===== src/rtl/hazard_stall_controller.sv =====
// Pipeline sequencing controller: resolves load-use stalls, taken-branch
// flushes and data-memory waits, drives per-stage write/bubble/flush
// controls, and keeps saturating stall/flush counters plus a sticky
// memory-timeout error.
module hazard_stall_controller #(
    parameter int unsigned FLUSH_CYCLES = 2,
    parameter int unsigned MEM_TIMEOUT  = 64,
    parameter int unsigned CNT_W        = 16
) (
    input  logic             clk,
    input  logic             reset,
    input  logic [4:0]       id_rs,
    input  logic [4:0]       id_rt,
    input  logic             id_uses_rt,
    input  logic             ex_memread,
    input  logic [4:0]       ex_rd,
    input  logic             branch_taken,
    input  logic             mem_busy,
    output logic             pc_write,
    output logic             ifid_write,
    output logic             ifid_flush,
    output logic             idex_write,
    output logic             idex_bubble,
    output logic             exmem_write,
    output logic             memwb_write,
    output logic             mem_error,
    output logic [CNT_W-1:0] stall_cnt,
    output logic [CNT_W-1:0] flush_cnt
);

    localparam int unsigned WAIT_W  = $clog2(MEM_TIMEOUT) + 1;
    localparam int unsigned FLUSH_W = $clog2(FLUSH_CYCLES) + 1;

    localparam logic [WAIT_W-1:0]  WAIT_LAST   = WAIT_W'(MEM_TIMEOUT - 1);
    localparam logic [WAIT_W-1:0]  WAIT_ONE    = WAIT_W'(1);
    localparam logic [FLUSH_W-1:0] FLUSH_RELOAD = FLUSH_W'(FLUSH_CYCLES - 1);
    localparam logic [FLUSH_W-1:0] FLUSH_ONE   = FLUSH_W'(1);

    typedef enum logic [1:0] {
        RUN,
        MEM_WAIT,
        FLUSH,
        ERROR
    } state_t;

    state_t             state, state_nxt;
    logic [WAIT_W-1:0]  wait_cnt, wait_cnt_nxt;
    logic [FLUSH_W-1:0] flush_left, flush_left_nxt;
    logic               stall_inc, flush_inc;
    logic               load_use;

    assign load_use = ex_memread && (ex_rd != 5'd0) &&
                      ((ex_rd == id_rs) || (id_uses_rt && (ex_rd == id_rt)));

    // Error flag is simply the ERROR state, which only reset leaves.
    assign mem_error = (state == ERROR);

    // State, sequencing counters and saturating performance counters.
    always_ff @(posedge clk) begin
        if (reset) begin
            state      <= RUN;
            wait_cnt   <= '0;
            flush_left <= '0;
            stall_cnt  <= '0;
            flush_cnt  <= '0;
        end else begin
            state      <= state_nxt;
            wait_cnt   <= wait_cnt_nxt;
            flush_left <= flush_left_nxt;
            if (stall_inc && (stall_cnt != '1))
                stall_cnt <= stall_cnt + 1'b1;
            if (flush_inc && (flush_cnt != '1))
                flush_cnt <= flush_cnt + 1'b1;
        end
    end

    // Next-state and Mealy output decode; priority ERROR > mem_busy > branch > load-use.
    always_comb begin
        state_nxt      = state;
        wait_cnt_nxt   = wait_cnt;
        flush_left_nxt = flush_left;
        stall_inc      = 1'b0;
        flush_inc      = 1'b0;
        pc_write       = 1'b1;
        ifid_write     = 1'b1;
        idex_write     = 1'b1;
        exmem_write    = 1'b1;
        memwb_write    = 1'b1;
        ifid_flush     = 1'b0;
        idex_bubble    = 1'b0;

        if (reset) begin
            pc_write    = 1'b0;
            ifid_write  = 1'b0;
            idex_write  = 1'b0;
            exmem_write = 1'b0;
            memwb_write = 1'b0;
        end else begin
            case (state)
                ERROR: begin
                    pc_write    = 1'b0;
                    ifid_write  = 1'b0;
                    idex_write  = 1'b0;
                    exmem_write = 1'b0;
                    memwb_write = 1'b0;
                end

                FLUSH: begin
                    if (mem_busy) begin
                        // Freeze holds flush_left; no timeout tracking inside FLUSH.
                        pc_write    = 1'b0;
                        ifid_write  = 1'b0;
                        idex_write  = 1'b0;
                        exmem_write = 1'b0;
                        memwb_write = 1'b0;
                        stall_inc   = 1'b1;
                    end else begin
                        ifid_flush  = 1'b1;
                        idex_bubble = 1'b1;
                        flush_inc   = 1'b1;
                        if (branch_taken) begin
                            flush_left_nxt = FLUSH_RELOAD;
                        end else if (flush_left == FLUSH_ONE) begin
                            flush_left_nxt = '0;
                            state_nxt      = RUN;
                        end else begin
                            flush_left_nxt = flush_left - 1'b1;
                        end
                    end
                end

                // RUN, and MEM_WAIT once memory is ready, share one decode.
                default: begin
                    if (mem_busy) begin
                        pc_write    = 1'b0;
                        ifid_write  = 1'b0;
                        idex_write  = 1'b0;
                        exmem_write = 1'b0;
                        memwb_write = 1'b0;
                        stall_inc   = 1'b1;
                        if (state == MEM_WAIT) begin
                            wait_cnt_nxt = wait_cnt + 1'b1;
                            if (wait_cnt == WAIT_LAST)
                                state_nxt = ERROR;
                        end else begin
                            wait_cnt_nxt = WAIT_ONE;
                            state_nxt    = MEM_WAIT;
                        end
                    end else begin
                        wait_cnt_nxt = '0;
                        state_nxt    = RUN;
                        if (branch_taken) begin
                            ifid_flush  = 1'b1;
                            idex_bubble = 1'b1;
                            flush_inc   = 1'b1;
                            if (FLUSH_CYCLES > 1) begin
                                flush_left_nxt = FLUSH_RELOAD;
                                state_nxt      = FLUSH;
                            end
                        end else if (load_use) begin
                            pc_write    = 1'b0;
                            ifid_write  = 1'b0;
                            idex_bubble = 1'b1;
                            stall_inc   = 1'b1;
                        end
                    end
                end
            endcase
        end
    end

endmodule


===== config.mk =====
export PLATFORM = sky130hd
export DESIGN_NAME = hazard_stall_controller
export DESIGN_NICKNAME = d
export VERILOG_FILES = /design/src/rtl/hazard_stall_controller.sv
export SDC_FILE = /design/constraint.sdc
export NUM_CORES = 1
export LEC_CHECK = 0
export ABC_AREA = 1
export CORE_ASPECT_RATIO = 1.75
export CORE_UTILIZATION = 54
export CTS_CLUSTER_SIZE = 30
export DETAILED_ROUTE_END_ITERATION = 7
export GPL_TIMING_DRIVEN = 0
export PLACE_DENSITY = 0.85
export SYNTH_ARGS = -nofsm -noshare
export SYNTH_HDL_FRONTEND = slang
export SYNTH_SLANG_ARGS = --single-unit
export TNS_END_PERCENT = 50

===== constraint.sdc =====
create_clock -name clk -period 3.2 [get_ports clk]
set_input_delay 0.48 -clock clk [delete_from_list [all_inputs] [get_ports clk]]
set_output_delay 0.48 -clock clk [all_outputs]
set_load 0.05 [all_outputs]

Yosys cells after proc, flatten, opt, wreduce, memory -nomap -nowiden
Index checks and enable logic that the tools add are counted.

cells by class
  add/sub/neg operators = 4
  equality and inequality tests = 13
  muxes and demuxes = 38
  bitwise logic cells = 2
  reduce and logical (&&, ||, !) cells = 11

operators with widths
  operator                                                                 number
  16-bit by 1-bit adder with 16-bit output, second input constant          2
  16-bit inequality test, second input constant                            2
  2-bit two-way mux                                                        12
  1-bit two-way mux                                                        18
  7-bit two-way mux                                                        2
  5-bit == test                                                            2
  1-bit one-hot mux with 2 select lines                                    4
  2-bit one-hot mux with 2 select lines                                    2
  7-bit by 1-bit adder with 7-bit output, second input constant            1
  7-bit by 6-bit == test with 1-bit output, second input constant          1
  2-bit inequality test, second input constant                             3
  1-bit logical AND                                                        5
  5-bit AND reduction                                                      1
  5-bit nonzero test                                                       1
  2-bit by 1-bit == test with 1-bit output, second input constant          2
  2-bit == test, second input constant                                     2
  3-bit by 2-bit inequality test with 1-bit output, second input constant  1
  3-bit AND reduction                                                      1
  1-bit inverter                                                           2
  2-bit nonzero test                                                       1
  2-bit OR reduction                                                       1
  2-bit by 1-bit subtractor with 2-bit output, second input constant       1
  1-bit logical OR                                                         1

word-level totals
  bits in registers = 43
  input port bits = 21
  output and inout bits = 40
  word-level logic and storage cells = 73

Logic depth before layout (Yosys ltp)
  depth after elaboration = 10
  mapped depth = 13
  gate-level depth less buffers = 13

Least setup slack after synthesis
Ideal clock, no wire load.

  path kind = register -> output
  start = reg state[0]
  end = out pc_write
  arrival = 1985 ps
  data required time = 2720 ps
  setup slack = 735 ps
  cell stages (with the launch flop) = 9
  buffers on the path = 1
  path through = dfxtp_1 > nand2_1 > inv_1 > nor2_1 > nand2_1 > inv_1 > nand2_1 > inv_1 > buf_4

between the ends
  word-level cells in the longest chain between the ends = 3
  elaborated cells on any way between the ends = 4
  those cells by class = eq/ne: 2; mux: 2

ends and longest elaborated chain
  element                                RTL line  text
  start: declaration                     46        state_t state, state_nxt;
  start signal: assignment               67        state <= state_nxt;
  2-bit == test                          -
  net mem_error                          26        output logic mem_error,
  1-bit one-hot mux with 2 select lines  99        case (state)
  1-bit two-way mux                      92        if (reset) begin
  end: declaration                       19        output logic pc_write,

The timed path passes the listed nets, and every way through them passes these cells.

Worst setup path in the final report
  start = in ex_rd[3]
  end = out pc_write

between the ends
  word-level cells in the longest chain between the ends = 9
  elaborated cells on any way between the ends = 12
  those cells by class = eq/ne: 2; mux: 5; reduce/logical: 5

ends and longest elaborated chain
  element                                    RTL line  text
  start: declaration                         16        input logic [4:0] ex_rd,
  5-bit == test                              53        ((ex_rd == id_rs) || (id_uses_rt && (ex_rd == id_rt)));
  1-bit logical AND                          53
  1-bit logical OR                           53
  1-bit logical AND (*)                      52        assign load_use = ex_memread && (ex_rd != 5'd0) &&
  1-bit two-way mux (*)                      160       end else if (load_use) begin
  1-bit two-way mux (*)                      152       if (branch_taken) begin
  1-bit two-way mux (*)                      134       if (mem_busy) begin
  1-bit one-hot mux with 2 select lines (*)  99
  1-bit two-way mux (*)                      92

Mark *: on every way between the ends. The rest lies on a longest branch, timed or not.

==> impl_results.md <==
* Chip height at 94.1 µm
* Clock Power Share at roughly 30%
* WS Path Type: in -> out
* First-pass GRT wire length at 10500 µm
* Sw frac at 30.9%
* DRT antenna net count at 0
* Psw at between 0.3 and 0.4 mW
* RR Endpoint: stall_cnt[8]$_SDFFE_PP0P_
* Initial core utilization at 56.0%
* Clock transition at path regs at 80 ps
* Yosys warnings at 0
* Clk Latency, worst-skew pair at 290 ps
* Period utilization at 92.6%
* Hold WC Path Type: reg -> reg
* # diodes at 0
* Die outline width at 54.6 µm
* Placer Congestion at 0.865
* Drt via density at around 5.4
* Max Slew Vio Count at 0
* Power Internal at 0.789 mW
* Required @ worst endpoint at 2720 ps
* Max Fclk at 338 MHz
* Yosys reg bits at 43
* Post-Synthesis Cells at 403
* Post-Route WL at 6380 µm
* CTS Buf Count at 5
* Worst Path Arrival at 2480 ps
* PortBufs at between 50 and 60
* I/O pins at 61
* Placed instance count at 514
* Reg2reg start: stall_cnt[0]$_SDFFE_PP0P_
* Mapped Nets at 428
* Worst slew pin tran at roughly 660 ps
* Routed len/inst at 12.2 µm
* Worst Setup SP: ex_rd[3]
* Vias in the first global route at between 2000 and 3000
* Seq pwr share at around half
* Worst Setup End Kind: primary output
* Non-Filler Instances at roughly 520
* Logic pwr share at 20.8%
* Startpoint Class: primary input
* R2R Setup Slk at 1290 ps
* Post-cts sizing count at 0
* Synthesis-to-layout area growth at 28.3%
* H-Tree Depth at 2
* Hold_ws at 471 ps
* Crit path to: pc_write
* Final Hold Viols at 0
* Layout cells sized above 1 at 5.32%
* CTS max path bufs at 2
* Fin area at 3360 µm²
* Final setup TNS at 0 ps
* Max Clock Skew at 8.80 ps
* CTS tree: built
* Buffer count from post-CTS setup fixing at 0
* R2r worst-path depth at 9
* Total track usage at 27.4%
* Die area at around 5100 µm²
* Critical Path Fanout Max at 3
* RSZ-0062 raised after global routing: false
* WHS Path Cells at 2
* Post-route DRC at 0
* Cell area after synthesis at 2620 µm²
* Mean post-synth cell area at approximately 6.5 µm²
* Power per cell area at 340 nW/µm²
* Tot Pwr at 1.14 mW
* Root buffer cell: clkbuf_8
* Final net count at 494
* Distinct cells, synth at 32
* Initial antenna violation count at 0
* Worst slew margin at 55.3%
* Leak at 1.33 nW
* HPWL Detailed at about 5000 µm
* Core Area at between 4000 and 5000 µm²
* DRT Pass-1 Iters at 4
* Pin count of the biggest net entering global routing at 14
* Worst vdd ir at 0.406 mV
* Max_cap viols at 0
* Initial DRC count at 67
* Min Tclk post-route at 2960 ps
* Setup-failing EPs final at 0
* Clock Sinks at between 40 and 50
* Outcome: complete, no violations
* Post-synthesis sequential area ratio at around 33%
* Post-DP Area at 3270 µm²
* DR vias at 2817
* Grt ovf at 0
* Hold_buf cts at 0
* FP Rows at 33
[cell usage after synthesis]
library cell  count  area, µm²
nor3_1            5       25.0
o31ai_1           1       7.51
a31oi_1           1       6.26
xnor2_1           9       78.8
xor2_1           12        105
nor2_2            1       6.26
o21ai_0          13       65.1
nor4_1            1       6.26
nand3b_4          1       20.0
a41oi_1           1       8.76
o21ai_2           1       8.76
o21a_1            1       7.51
a221oi_1          2       17.5
nand3_1          42        210
inv_1            55        206
nor2_1           38        143
and2_1            1       6.26
and3_1            1       6.26
buf_2             2       10.0
clkbuf_1          6       22.5
nand4_1          11       68.8
nand2_4           1       11.3
nand2_2           5       31.3
a21oi_1          34        170
ha_1              4       50.1
buf_8             1       15.0
inv_2             1       3.75
nor3b_2           1       12.5
buf_4             4       30.0
dfxtp_1          43        861
nand2_1         103        387
a211oi_1          1       7.51
[per-layer routing]
metal / vias up / track usage (%) / part of all wire (%)
li1: 1438 / - / -
met1: 1269 / 26.6 / 37
met2: 90 / 50.4 / 55
met3: 20 / 4.37 / 4.2
met4: 0 / 15.2 / 4.2
met5: - / 0 / 0
[worst max-delay path, stage by stage]
cell and delay [ps]:
clkdlybuf4s50_1 500, inv_1 80, nand2_1 60, nand2_1 60, nor2_1 100, nand3_1 90
nand2_1 80, nand3_1 100, nand2_1 80, inv_1 40, buf_4 120, clkdlybuf4s50_1 690
[flip-flops by register name, summed over array words and instances, names as in the netlist]
name,count
flush_left,2
wait_cnt,7
stall_cnt,16
flush_cnt,16
state,2
[worst min path at each step]
stage | start | to | slack [ps]
floorplan | flush_left[1]$_SDFFE_PP0P_ | flush_left[1]$_SDFFE_PP0P_ | 440
global placement | flush_left[1]$_SDFFE_PP0P_ | flush_left[1]$_SDFFE_PP0P_ | 450
detailed placement | flush_cnt[4]$_SDFFE_PP0P_ | flush_cnt[4]$_SDFFE_PP0P_ | 470
CTS | flush_cnt[4]$_SDFFE_PP0P_ | flush_cnt[4]$_SDFFE_PP0P_ | 480
global route | wait_cnt[6]$_SDFFE_PP0N_ | wait_cnt[6]$_SDFFE_PP0N_ | 510
finish | flush_cnt[4]$_SDFFE_PP0P_ | flush_cnt[4]$_SDFFE_PP0P_ | 470
[power by group through the flow]
stage	Clock (mW)	Combinational (mW)	Sequential, mW
after floorplan	0	0.141	0.589
after global placement	0	0.233	0.576
after global routing	0.371	0.262	0.566
after detailed placement	0	0.238	0.576
final	0.340	0.238	0.564
after CTS	0.348	0.238	0.564
[area by class of cell]
cell class,count,area [µm²]
Inverter,56,210
Timing Repair Buffer,59,591
Clock buffer,6,72.6
Clock inverter,2,12.5
Fill cell,416,1310
Tap cell,52,65.1
Buffer,13,77.6
Multi-Input combinational cell,291,1470
Sequential cell,43,861
[cell families after synthesis]
logic type	Yosys count	synth area share (%)
adder cells (fa/ha/maj)	4	1.91
XOR/XNOR	21	7.03
AO/OA/AOI/OAI	55	11.4
buffers and inverters	69	11.0
flip-flops	43	32.9
AND/OR/NAND/NOR	211	35.7
[per-stage QoR]
step	utilization (%)	setup WS [ps]
3_3_place_gp	70.1	252
2_1_floorplan	-	735
5_1_grt	71.9	106
6_report	71.9	238
4_1_cts	71.9	233
3_5_place_dp	70.1	236
[cells in the final DEF (no fill, tap or decap), types with 2 or more instances in the layout]
cell	synthesis	routed
clkdlybuf4s50_1	0	59
nand2_2	5	5
dfxtp_1	43	43
inv_1	55	55
nor3_1	5	5
clkbuf_1	6	7
nand3_1	42	42
nor2_1	38	38
buf_4	4	4
buf_2	2	2
clkbuf_8	0	5
nand4_1	11	11
a21oi_1	34	34
ha_1	4	4
xor2_1	12	12
nand2_1	103	103
xnor2_1	9	9
o21ai_0	13	13
a221oi_1	2	2
No activity file was read; power rests on OpenSTA's default activity.
